==> config.mk <==
export PLATFORM = sky130hd
export DESIGN_NAME = ctrl_unit
export DESIGN_NICKNAME = d
export VERILOG_FILES = /design/src/rtl/ctrl_unit_pkg.sv /design/src/rtl/ctrl_unit_ret_stack.sv /design/src/rtl/ctrl_unit.sv
export SDC_FILE = /design/constraint.sdc
export NUM_CORES = 1
export LEC_CHECK = 0
export CORE_MARGIN = 2
export CORE_UTILIZATION = 27
export CTS_CLUSTER_DIAMETER = 100
export CTS_CLUSTER_SIZE = 20
export DETAILED_ROUTE_END_ITERATION = 8
export PLACE_DENSITY = 0.51
export SYNTH_ARGS = -nofsm -noshare
export SYNTH_HDL_FRONTEND = slang
export SYNTH_SLANG_ARGS = --single-unit
==> constraint.sdc <==
create_clock -name clk -period 4.9 [get_ports clk]
set_input_delay 0.49 -clock clk [delete_from_list [all_inputs] [get_ports clk]]
set_output_delay 0.49 -clock clk [all_outputs]
set_load 0.005 [all_outputs]
==> src/rtl/ctrl_unit_pkg.sv <==
// ctrl_unit_pkg
//   Shared definitions for the execute/control stage: instruction field
//   offsets, opcode encodings and the FSM state encoding.
package ctrl_unit_pkg;

  // Instruction word layout: [23:16] opcode, [15:8] operand A, [7:0] operand B.
  localparam int OP_HI = 23;
  localparam int A_HI  = 15;
  localparam int B_HI  = 7;

  localparam logic [7:0] OP_NOP  = 8'h00;
  localparam logic [7:0] OP_LDI  = 8'h01;
  localparam logic [7:0] OP_MOV  = 8'h02;
  localparam logic [7:0] OP_ADD  = 8'h03;
  localparam logic [7:0] OP_SUB  = 8'h04;
  localparam logic [7:0] OP_JMP  = 8'h05;
  localparam logic [7:0] OP_JZ   = 8'h06;
  localparam logic [7:0] OP_JNZ  = 8'h07;
  localparam logic [7:0] OP_CALL = 8'h08;
  localparam logic [7:0] OP_RET  = 8'h09;
  localparam logic [7:0] OP_OUT  = 8'h0A;
  localparam logic [7:0] OP_HALT = 8'hFF;

  typedef enum logic [1:0] {
    ST_EXEC     = 2'd0,
    ST_OUT_WAIT = 2'd1,
    ST_HALT     = 2'd2
  } state_t;

endpackage

==> src/rtl/ctrl_unit_ret_stack.sv <==
// ret_stack
//   STACK_DEPTH x 8-bit LIFO holding return addresses.
//   Ports: clk, rst (sync, active-low), push/push_data, pop,
//          top_data (entry that the next pop returns), full, empty.
//   The caller must not push when full or pop when empty.
module ret_stack #(
  parameter int STACK_DEPTH = 4
) (
  input  logic       clk,
  input  logic       rst,
  input  logic       push,
  input  logic [7:0] push_data,
  input  logic       pop,
  output logic [7:0] top_data,
  output logic       full,
  output logic       empty
);

  localparam int SPW = $clog2(STACK_DEPTH + 1);
  localparam int AW  = (STACK_DEPTH > 1) ? $clog2(STACK_DEPTH) : 1;

  logic [7:0]     mem [STACK_DEPTH];
  logic [SPW-1:0] sp;
  logic [SPW-1:0] sp_m1;
  logic           unused_sp_bits;

  assign sp_m1    = sp - SPW'(1);
  assign full     = (sp == SPW'(STACK_DEPTH));
  assign empty    = (sp == '0);
  assign top_data = mem[sp_m1[AW-1:0]];
  assign unused_sp_bits = ^sp_m1;

  // Contents are not reset; only the pointer defines what is valid.
  always_ff @(posedge clk) begin
    if (!rst) begin
      sp <= '0;
    end else if (push) begin
      mem[sp[AW-1:0]] <= push_data;
      sp              <= sp + SPW'(1);
    end else if (pop) begin
      sp <= sp_m1;
    end
  end

endmodule

==> src/rtl/ctrl_unit.sv <==
// ctrl_unit
//   Execute/control stage sitting after the instruction ROM. Decodes the
//   24-bit word for the current pc, updates an 8x8 register file, Z/C flags
//   and a return stack, and steers the ROM pc via rom_enable/jump_enable.
//   Ports:
//     clk, rst (sync, active-low), run (0 pauses execution)
//     instr[23:0]      : opcode / operand A / operand B from ROM
//     rom_enable       : ROM pc advances at the next edge
//     jump_enable      : ROM pc loads jump_data at the next edge
//     out_data/out_valid/out_ready : output port (valid/ready)
//     halted, fault    : sticky status
//     pc_shadow        : internal mirror of the ROM pc
//   Handshake: a transfer happens on a cycle where out_valid and out_ready
//   are both 1; out_valid and out_data stay stable until then.
//   The FSM state is held in `state` (state_t) for debug observation.
module ctrl_unit
  import ctrl_unit_pkg::*;
#(
  parameter int STACK_DEPTH = 4
) (
  input  logic        clk,
  input  logic        rst,
  input  logic        run,
  input  logic [23:0] instr,
  output logic        rom_enable,
  output logic        jump_enable,
  output logic [7:0]  jump_data,
  output logic [7:0]  out_data,
  output logic        out_valid,
  input  logic        out_ready,
  output logic        halted,
  output logic        fault,
  output logic [7:0]  pc_shadow
);

  state_t     state, next_state;
  logic [7:0] regs [8];
  logic       z_flag, c_flag;

  logic [7:0] op, opa, opb;
  logic [7:0] ra, rb;
  logic [8:0] add_res, sub_res;
  logic       unused_opa_bits;

  logic       reg_we;
  logic [7:0] reg_wdata;
  logic       flag_we, z_next, c_next;
  logic       push, pop, stk_full, stk_empty;
  logic [7:0] stk_top;
  logic       out_load, out_done, fault_set;

  assign op  = instr[OP_HI -: 8];
  assign opa = instr[A_HI -: 8];
  assign opb = instr[B_HI -: 8];
  assign unused_opa_bits = ^opa[7:3];

  assign ra = regs[opa[2:0]];
  assign rb = regs[opb[2:0]];

  // Bit 8 is carry for ADD and borrow for SUB.
  assign add_res = {1'b0, ra} + {1'b0, rb};
  assign sub_res = {1'b0, ra} - {1'b0, rb};

  assign halted = (state == ST_HALT);

  ret_stack #(.STACK_DEPTH(STACK_DEPTH)) u_stack (
    .clk       (clk),
    .rst       (rst),
    .push      (push),
    .push_data (pc_shadow + 8'd1),
    .pop       (pop),
    .top_data  (stk_top),
    .full      (stk_full),
    .empty     (stk_empty)
  );

  always_comb begin
    next_state  = state;
    rom_enable  = 1'b0;
    jump_enable = 1'b0;
    jump_data   = 8'h00;
    reg_we      = 1'b0;
    reg_wdata   = 8'h00;
    flag_we     = 1'b0;
    z_next      = 1'b0;
    c_next      = 1'b0;
    push        = 1'b0;
    pop         = 1'b0;
    out_load    = 1'b0;
    out_done    = 1'b0;
    fault_set   = 1'b0;
    // Strobes are forced low while reset is asserted.
    if (rst) begin
      case (state)
        ST_EXEC: begin
          if (run) begin
            case (op)
              OP_NOP: rom_enable = 1'b1;
              OP_LDI: begin
                rom_enable = 1'b1;
                reg_we     = 1'b1;
                reg_wdata  = opb;
              end
              OP_MOV: begin
                rom_enable = 1'b1;
                reg_we     = 1'b1;
                reg_wdata  = rb;
              end
              OP_ADD: begin
                rom_enable = 1'b1;
                reg_we     = 1'b1;
                reg_wdata  = add_res[7:0];
                flag_we    = 1'b1;
                c_next     = add_res[8];
                z_next     = (add_res[7:0] == 8'h00);
              end
              OP_SUB: begin
                rom_enable = 1'b1;
                reg_we     = 1'b1;
                reg_wdata  = sub_res[7:0];
                flag_we    = 1'b1;
                c_next     = sub_res[8];
                z_next     = (sub_res[7:0] == 8'h00);
              end
              OP_JMP: begin
                jump_enable = 1'b1;
                jump_data   = opb;
              end
              OP_JZ, OP_JNZ: begin
                if (z_flag == (op == OP_JZ)) begin
                  jump_enable = 1'b1;
                  jump_data   = opb;
                end else begin
                  rom_enable = 1'b1;
                end
              end
              OP_CALL: begin
                if (stk_full) begin
                  fault_set  = 1'b1;
                  next_state = ST_HALT;
                end else begin
                  push        = 1'b1;
                  jump_enable = 1'b1;
                  jump_data   = opb;
                end
              end
              OP_RET: begin
                if (stk_empty) begin
                  fault_set  = 1'b1;
                  next_state = ST_HALT;
                end else begin
                  pop         = 1'b1;
                  jump_enable = 1'b1;
                  jump_data   = stk_top;
                end
              end
              OP_OUT: begin
                out_load   = 1'b1;
                next_state = ST_OUT_WAIT;
              end
              OP_HALT: next_state = ST_HALT;
              default: begin
                fault_set  = 1'b1;
                next_state = ST_HALT;
              end
            endcase
          end
        end
        // run is ignored here so a presented transfer always completes.
        ST_OUT_WAIT: begin
          if (out_ready) begin
            rom_enable = 1'b1;
            out_done   = 1'b1;
            next_state = ST_EXEC;
          end
        end
        default: ;
      endcase
    end
  end

  always_ff @(posedge clk) begin
    if (!rst) begin
      state     <= ST_EXEC;
      for (int i = 0; i < 8; i++) regs[i] <= 8'h00;
      z_flag    <= 1'b0;
      c_flag    <= 1'b0;
      pc_shadow <= 8'h00;
      out_valid <= 1'b0;
      out_data  <= 8'h00;
      fault     <= 1'b0;
    end else begin
      state <= next_state;
      if (reg_we) regs[opa[2:0]] <= reg_wdata;
      if (flag_we) begin
        z_flag <= z_next;
        c_flag <= c_next;
      end
      // The ROM pc saturates at 0xFF, so the mirror does too.
      if (jump_enable) pc_shadow <= jump_data;
      else if (rom_enable && pc_shadow != 8'hFF) pc_shadow <= pc_shadow + 8'd1;
      if (out_load) begin
        out_valid <= 1'b1;
        out_data  <= ra;
      end else if (out_done) begin
        out_valid <= 1'b0;
      end
      if (fault_set) fault <= 1'b1;
    end
  end

endmodule

==> results by group <==
Floorplan
  – Starting Density: 27.48%
  – I/O pins: 57
  – Die area: 27,840 sq um
  – Row cnt: 59
  – Die Height: 166.9 um
  – Chip Width: 166.9 um
  – Core ar.: 26,060 sq um

Setup path
  – Crit-path leading delay family: compound AO/OA/AOI/OAI gates
  – CP endpoint kind: flip-flop
  – Worst path cell trace: clkdlybuf4s50_1 > buf_4 > nor2_1 > a21oi_1 > nor2_1 > a211oi_1 > inv_1 > ha_1 > nand2b_1 > a221oi_1 > buf_4 > o41ai_1 > xnor3_1 > a221oi_4 > buf_12 > nor2_1
  – Crit Path Category: input pin to flip-flop
  – CP max-delay cell: clkdlybuf4s50_1
  – Slowest stage delay, CP: 0.74 ns
  – Startpoint type of the worst setup path: input pin
  – Worst path most repeated cell: nor2_1
  – Worst path bufs/invs: 5
  – Worst-path fanout max: 12
  – CP Data Arrival Time: 4.45 ns
  – Critical Path RT: 5.06 ns

Power and ir drop
  – Psw: 709.5 uW
  – VDD IR max: 0.0002280 V
  – Clock share of power: 44.0%
  – Leak: 0.003148 uW
  – Cell-internal power: 1988 uW
  – Power share of the combinational group: 14.3%
  – Power Density: 307.7 nW/um^2
  – Sequential Power Share: 41.7%
  – Switching part of the total: 26.30%
  – Final Power: 2698 uW

Timing
  – Max-slew violation count: 0
  – RSZ-0062 raised after global routing: false
  – Final hold vios: 0
  – Worst-margin pin slew: 0.8704 ns
  – Rel. slew slack: 41.97%
  – Period minus WS final: 4.296 ns
  – Tcrit/Tclk final: 87.67%
  – Fmax: 232.8 MHz
  – Fin Setup TNS: 0 ns
  – Final setup fails: 0
  – Final Skew: 0.009757 ns

CTS
  – Clk pin slew, worst setup/hold paths: 0.06 ns
  – CTS Hold Buffers Added: 0
  – Clk Latency, worst-skew pair: 0.43 ns
  – CTS Buf Count: 17
  – CTS H-tree lvls: 4
  – Setup Fix Bufs, Post-CTS: 0
  – CTS max path bufs: 2
  – CTS tree: done
  – CTS-repair resized insts: 0
  – Root buffer cell: clkbuf_16
  – Clk sinks: 120

Synth
  – Area leader, netlist: edfxtp_1
  – Gate Count Post-Synth: 642
  – Post-synth EDFFs: 96
  – Yosys cell types: 77
  – Synthesis warning total: 0
  – Synth area leaders: edfxtp_1 (40%), mux4_2 (10%), dfxtp_1 (6.7%)
  – Seq/Total Area, Yosys: 46.96%
  – Fraction of registers with async set/reset: 0%
  – Top-area cell type share of the netlist area: 40.25%
  – Yosys reg bits: 120
  – Syn Area/Cell: 11.16 sq um
  – Syn_nets: 692
  – Prevailing post-synth register cell: edfxtp_1
  – Cell area after synthesis: 7162 sq um

Route
  – Vias per inst: 5.237
  – Post-Route WL: 21.50 mm
  – Antenna Violating Nets Remaining: 0
  – Iteration count of the initial detailed-routing pass: 5
  – Residual DRC: 0
  – Wire per inst: 20.42 um
  – Via count: 5,515
  – First-iteration detailed-routing DRC count: 468

Finish
  – # nets final: 755
  – Register area: 3363 sq um
  – Area growth from synthesis to layout: 22.43%
  – Most frequent cells in the layout: edfxtp_1 (96), nor2_1 (72), clkdlybuf4s50_1 (51)
  – Multi-input gate area: 3537 sq um
  – Most common cell after layout, fill and taps aside: edfxtp_1
  – Share of layout cells above drive strength 1: 16.16%
  – Antenna cells: 0
  – Post-route insts no fill: 1,053
  – Finished Cell Area: 8768 sq um
  – FILL cells: 2,592

Placement
  – Routability cong.: 0.8809
  – Placed Cells: 1,021
  – DP HPWL: 15.52 mm
  – Cell area after placement: 8207 sq um
  – I/O Buffers: 51

GRT
  – Vias in the first global route: 5,438
  – GRT Total Usage: 15.76%
  – Largest net degree at the start of global routing: 35
  – Total congestion overflow: 0
  – Global-route wire length before repair: 33.18 mm
  – Antenna violations before repair: 0

Min path
  – HP Class: flip-flop to flip-flop

Outcome
  – Status: complete, no violations

Run
  – Max-Cap Viols: 0
[final cells by class]
class                      instances  share of cell area [%]
clock buffer                      20                   5.451
clock inverter                    12                  0.9561
inverter                          27                   1.156
multi-input combinational        458                   40.34
sequential                       120                   38.36
tap                              335                   4.780
timing repair buffer              81                   8.961
[layer usage]
metal  global-route usage, %  part of all wire, %
met4                   5.847                  2.0
met1                   21.61                   46
met5                       0                    0
met2                   24.62                   47
met3                   3.208                  5.0
[state kept, by name (all words and copies together) (netlist names)]
register     flops
regs            64
u_stack.mem     32
out_data         8
pc_shadow        8
u_stack.sp       3
state            2
fault            1
out_valid        1
z_flag           1
[cells by family after synthesis]
family | after synthesis | share of synthesized area, %
buf+inv | 64 | 3.651
fa+ha+maj | 22 | 4.053
flops | 120 | 46.96
compound gates | 144 | 14.31
xor+xnor | 20 | 2.848
mux | 50 | 12.79
simple gates | 222 | 15.39
[path summary, 6_finish.rpt]
path | startpoint | end | slack [ns] | cells after the start
worst max-delay path | instr[10] | regs[1][7]$_SDFFCE_PN0P_ | 0.60 | 16
worst min register to register | out_valid$_SDFFE_PN0P_ | out_valid$_SDFFE_PN0P_ | 0.47 | 2
worst min-delay path | out_valid$_SDFFE_PN0P_ | out_valid$_SDFFE_PN0P_ | 0.47 | 2
worst max register to register | regs[5][1]$_SDFFCE_PN0P_ | regs[1][7]$_SDFFCE_PN0P_ | 1.17 | 12
[through the flow]
stage	util, %	hold WS, ns	worst slack [ns]
after floorplan	-	0.4487	0.8152
after global placement	31.49	0.4500	0.1918
after detailed placement	31.49	0.4647	0.1717
after CTS	33.65	0.4731	0.6081
after global routing	33.65	0.4978	0.3269
final	33.65	0.4665	0.6044
[synthesized netlist by cell type (all sizes together), types with 3 or more instances]
library cell	instances
mux2i	9
mux4	32
nand3	22
a41o	6
a31oi	19
xor2	8
xnor2	10
o21ai	29
nor2	73
dfxtp	24
edfxtp	96
a22oi	10
o31ai	5
nor3b	4
nand2b	7
inv	27
buf	12
nand2	48
a21oi	27
o21a	3
a21o	3
nor3	6
mux2	9
and3	19
nand3b	4
nor4	7
a21boi	3
a221o	3
clkbuf	25
ha	20
nand4	5
and2	6
nor2b	8
o22ai	4
or4	3
a211oi	6
[tightest hold or removal path, stage by stage (launching register included)]
cell and delay, ns:
dfxtp_1 0.31, nand2_1 0.05, o21ai_0 0.06
[power groups by stage]
| stage | clock, uW | combinational [uW] | sequential, uW |
|---|---|---|---|
| 3_3_place_gp | 0 | 384 | 1150 |
| 6_report | 1190 | 385 | 1130 |
| 3_5_place_dp | 0 | 383 | 1150 |
| 2_1_floorplan | 0 | 256 | 1140 |
| 4_1_cts | 1200 | 386 | 1120 |
| 5_1_grt | 1250 | 422 | 1130 |
Power figures use the tool's default switching activity.
==> patch 1: new RTL, config.mk and constraints unchanged <==
`STACK_DEPTH` is set to 4 in 2 places; all go to 16.
--- a/src/rtl/ctrl_unit_ret_stack.sv
+++ b/src/rtl/ctrl_unit_ret_stack.sv
@@ -4,7 +4,7 @@
 //          top_data (entry that the next pop returns), full, empty.
 //   The caller must not push when full or pop when empty.
 module ret_stack #(
-  parameter int STACK_DEPTH = 4
+  parameter int STACK_DEPTH = 16
 ) (
   input  logic       clk,
   input  logic       rst,
--- a/src/rtl/ctrl_unit.sv
+++ b/src/rtl/ctrl_unit.sv
@@ -16,7 +16,7 @@
 module ctrl_unit
   import ctrl_unit_pkg::*;
 #(
-  parameter int STACK_DEPTH = 4
+  parameter int STACK_DEPTH = 16
 ) (
   input  logic        clk,
   input  logic        rst,
Check against the original RTL: not settled (the Yosys comparison gave no result); the edit may change what the design does.
==> patch 1 against the unedited design <==
- non-clock buffer count is 6 higher
- combinational power is 22% higher
- sequential share of layout area is 11 points higher
- setup slack better by 0.15 ns
- via count is 29% higher
- area after synthesis is 53% higher
- power is 40% higher
- hold slack better by 0.013 ns
- register-to-register slack better by 0.15 ns
- die area is 52% higher
- routed wire length is 40% higher
- sequential cell count is 98 higher
- design area is 44% higher
==> patch 1: results <==
[yosys]
avgSynthCellArea_um2 = 13.2
synthTopCellsByArea = edfxtp_1, mux4_2, dfxtp_1, nor2_1, nand2_1
synth_nets = 883
synthTopCellsByCount = edfxtp_1, nor2_1, nand2_1
synth-edff-count = 192
ys_async_sr_fraction_pct = 0
synthFlopType = edfxtp_1
synth_cell_types = 77
yosysWarnings = 0
ys_seq_area_share_pct = 57.3

[global_routing]
grt_pass1_wl_um = 44300
grt_max_degree = 39
grt_usage_pct = 14.1
grt_pass1_vias = 6950
antenna_found_initial = 0

[min_path]
holdPathStages = 2
worstHoldStart = out_data[0]$_SDFFE_PN0P_
worst_hold_path.endpoint = out_data[0]$_SDFFE_PN0P_
hp-class = reg -> reg

[placement]
dpl_cell_area_um2 = 12200
place_congestion = 0.852
io_buffers = 51
placed_cells = 1399
dp_hpwl_um = 20900

[clock_tree]
clk_latency_ns = 0.49
postCtsSetupBuffers = 0
clk_pin_slew_ns = 0.08
clockRootBuffer = clkbuf_16
ctsResizeCount = 0
htreeDepth = 1
numCtsBuffers = 15
cts_max_path_buffers = 3

[setup_path]
r2r-end = regs[1][6]$_SDFFCE_PN0P_
path_max_fanout = 10
worstReg2RegStart = regs[4][0]$_SDFFCE_PN0P_
rr_worst_depth = 16
rrSetupSlack_ns = 1.32

[final_layout]
drive_gt1_share_pct = 16.4
largest_register_ff_count = 128
diodes = 0
final_nets = 941

[routing]
drtIter0Drc = 625
route.detailed.wl_per_inst_um = 21.1
routed_wirelength_um = 30000
vias = 7093
first_pass_iters = 5

[sta]
fin_skew_ns = 0.0233
maxSlewHeadroom_pct = 13.3

[power_and_ir_drop]
cellLeakagePower_nw = 4.36
vdd_drop_max_mv = 0.187
p_int_mw = 2.84

[outcome]
status = complete, no violations
-- patch 1: cell type report --
class / instances / area (um^2)
clock buffers: 19 / 390
clock inverters: 4 / 58.8
fillers: 3992 / 27300
inverters: 23 / 86.3
multi-input cells: 546 / 4380
flip-flops and latches: 218 / 6290
well taps: 525 / 657
repair buffers: 87 / 793
-- patch 1: worst max path at each step --
| stage | endpoint | from | cells after the start |
|---|---|---|---|
| after floorplan | regs[3][7]$_SDFFCE_PN0P_ | instr[9] | 15 |
| after global placement | regs[0][6]$_SDFFCE_PN0P_ | instr[10] | 16 |
| after detailed placement | regs[7][7]$_SDFFCE_PN0P_ | instr[10] | 13 |
| after CTS | regs[1][6]$_SDFFCE_PN0P_ | instr[10] | 16 |
| after global routing | regs[0][6]$_SDFFCE_PN0P_ | instr[10] | 13 |
| final | regs[7][7]$_SDFFCE_PN0P_ | instr[10] | 13 |
-- patch 1: cell families (layout without fill, tap and decap cells) --
kind of cell / count (synthesis) / after routing / share of synthesized area, %
AOI/OAI and AO/OA: 134 / 134 / 8.95
buffers and inverters: 69 / 133 / 2.83
adders and majority gates: 22 / 22 / 2.65
xor gates and xnor gates: 26 / 26 / 2.21
DFF: 218 / 218 / 57.3
muxes: 79 / 79 / 13.9
and+or+nand+nor: 285 / 285 / 12.2
-- patch 1: worst max-delay path, cell delays in order --
cell,delay [ns]
clkdlybuf4s50_1,0.76
buf_4,0.28
buf_4,0.17
mux4_2,0.29
mux2_2,0.38
ha_1,0.34
nor2b_1,0.15
o211a_1,0.26
or4_4,0.43
a31oi_4,0.29
xnor2_2,0.12
a21oi_4,0.28
a21oi_1,0.11
-- patch 1: per-layer routing --
metal / share of wire, % / GRT usage [%] / up-vias
met5: 0 / 0 / -
met4: 2.0 / 3.21 / 0
met3: 5.0 / 1.47 / 32
met2: 45 / 22.2 / 207
met1: 48 / 21.0 / 3567
li1: - / - / 3287
-- patch 1: power groups by stage --
stage	clock [mW]	sequential (mW)	combinational, mW
2_1_floorplan	0	2.07	0.320
3_3_place_gp	0	2.08	0.466
3_5_place_dp	0	2.08	0.466
4_1_cts	1.31	2.03	0.469
5_1_grt	1.37	2.04	0.505
6_report	1.27	2.03	0.469
-- patch 1: per-stage QoR --
stage	hold WS, ns	setup WS (ns)
global route	0.505	0.519
finish	0.480	0.753
floorplan	0.452	1.11
CTS	0.482	0.780
global placement	0.462	0.296
detailed placement	0.467	0.257
==> patch 2: new RTL, config.mk and constraints unchanged <==
Made on the original files. Register the output `fault` once more, with the module's reset; this adds one clock of latency there. The other outputs are not delayed to match.
--- a/src/rtl/ctrl_unit.sv
+++ b/src/rtl/ctrl_unit.sv
@@ -33,6 +33,8 @@
   output logic [7:0]  pc_shadow
 );
 
+  logic fault_s0;
+
   state_t     state, next_state;
   logic [7:0] regs [8];
   logic       z_flag, c_flag;
@@ -188,7 +190,7 @@
       pc_shadow <= 8'h00;
       out_valid <= 1'b0;
       out_data  <= 8'h00;
-      fault     <= 1'b0;
+      fault_s0  <= 1'b0;
     end else begin
       state <= next_state;
       if (reg_we) regs[opa[2:0]] <= reg_wdata;
@@ -205,9 +207,17 @@
       end else if (out_done) begin
         out_valid <= 1'b0;
       end
-      if (fault_set) fault <= 1'b1;
+      if (fault_set) fault_s0 <= 1'b1;
     end
   end
 
+  always_ff @(posedge clk) begin
+    if (!rst) begin
+      fault <= '0;
+    end else begin
+      fault <= fault_s0;
+    end
+  end
+
 endmodule
 
Check against the original RTL: not equivalent (Yosys sat finds a counterexample within 4 cycles, from zero or initial values and one cycle with rst low).
==> patch 2 against the unedited design <==
- the flow now finishes with violations (design-rule violations)
- highest routed layer unchanged
- global-route usage fell by 0.17 points
- combinational power fell by 3%
- hold slack got worse by 0.0055 ns
- setup slack improved by 0.16 ns
- sequential cell count rose by 1
- power rose by 1.5%
- area after synthesis rose by 0.66%
- routed wire length rose by 0.45%
- critical path depth fell by 2
- first-iteration DRC count rose by 9.2%
- sequential share of layout area rose by 0.34 points
- design area fell by 0.29%
==> patch 2: results <==
[placement]
placed_cells = 1029

[power_and_ir_drop]
vdd_drop_max_mv = 0.240
cellLeakagePower_nw = 3.04

[final_layout]
final_cells = 1061
drive_gt1_share_pct = 16.8
fillCellCount = 2669

[yosys]
synthTopCellsByArea = edfxtp_1, mux4_2, dfxtp_1, nor2_1, ha_1
synth_cell_types = 78
netlist_instances = 654
synthTopCellsByCount = nor2_1, edfxtp_1, nand2_1
synth_nets = 704

[sta]
fin_skew_ns = 0.0142
tightest_slew_ns = 0.982

[global_routing]
use_met2_pct = 25.6
grt_pass1_vias = 5440
use_met1_pct = 21.9
met3_usage_pct = 2.27
grt_pass1_wl_um = 33100

[setup_path]
endpoint = regs[7][7]$_SDFFCE_PN0P_
r2r-end = z_flag$_SDFFE_PN0P_
path_max_fanout = 19
rrSetupSlack_ns = 1.26
critPathArrivalTime_ns = 4.29
worstReg2RegStart = regs[7][0]$_SDFFCE_PN0P_
critical_path.startpoint = instr[9]

[outcome]
status = finished with violations
violations = design-rule violations

[routing]
first_pass_iters = 8
via_per_inst = 5.20
routed_wirelength_um = 21600
drc_errors = 3
## patch 2: cell count changes in the layout (fill, tap and decap cells not counted), sizes merged, moves of 6 or more
cell	before	now
o21ai	29	21
mux2i	9	15
nor3	6	16
a31oi	19	6
a41o	6	0
and3	19	10
a21oi	27	21
nor2	73	107
a22o	0	6
## patch 2: per-layer routing
| metal | share of wire, % | vias up | wire length (um) |
|---|---|---|---|
| li1 | - | 2569 | - |
| met1 | 47 | 2801 | 10200 |
| met2 | 48 | 133 | 10300 |
| met3 | 4.3 | 14 | 924 |
| met4 | 0.89 | 0 | 193 |
| met5 | 0 | - | 0 |
## patch 2: worst min path at each step
stage	from	end	slack [ns]	depth (start not counted)
after floorplan	fault_s0$_SDFFE_PN0P_	fault$_SDFF_PN0_	0.43	1
after global placement	fault_s0$_SDFFE_PN0P_	fault$_SDFF_PN0_	0.44	1
after detailed placement	fault_s0$_SDFFE_PN0P_	fault$_SDFF_PN0_	0.45	1
after CTS	out_valid$_SDFFE_PN0P_	out_valid$_SDFFE_PN0P_	0.46	2
after global routing	out_valid$_SDFFE_PN0P_	out_valid$_SDFFE_PN0P_	0.48	2
final	out_valid$_SDFFE_PN0P_	out_valid$_SDFFE_PN0P_	0.46	2
## patch 2: cells by family after synthesis
kind of cell    count (synthesis)  share of synthesized area (%)
simple gates                  252                           17.6
flops                         121                           46.9
xor+xnor                       18                           2.29
buf+inv                        63                           3.45
mux                            54                           12.9
fa+ha+maj                      22                           4.03
compound gates                124                           12.8
## patch 2: per-stage QoR
stage / hold slack, ns / util [%] / setup slack (ns) / cell area (um^2)
floorplan: 0.430 / - / 0.894 / 7210
CTS: 0.465 / 33.5 / 0.722 / 8740
finish: 0.461 / 33.5 / 0.768 / 8740
global route: 0.481 / 33.5 / 0.431 / 8740
detailed placement: 0.450 / 31.3 / 0.286 / 8180
global placement: 0.443 / 31.3 / 0.343 / 8180
## patch 2: power by group through the flow
stage	clock (mW)	combinational, mW	sequential (mW)
after floorplan	0	0.263	1.15
after global placement	0	0.371	1.16
after detailed placement	0	0.372	1.16
after CTS	1.23	0.374	1.14
after global routing	1.28	0.411	1.14
final	1.22	0.375	1.14
## patch 2: cell type report
type / instances / area share [%]
sequential: 121 / 38.7
clock buffer: 17 / 4.87
multi-input combinational: 470 / 40.9
timing repair buffer: 76 / 7.99
inverter: 27 / 1.16
clock inverter: 15 / 1.59
tap: 335 / 4.79
## patch 2: worst register-to-register path, cell delays in order, from the launching register on
cell and delay [ns]:
edfxtp_1 0.38, mux2_2 0.28, a22o_1 0.23, a221oi_1 0.24
buf_4 0.19, ha_1 0.18, inv_1 0.06, fa_1 0.43
a211oi_1 0.29, nor2_1 0.12, mux2i_1 0.15, o221ai_1 0.19
a2111oi_1 0.50, a221oi_1 0.17, o21ai_1 0.16
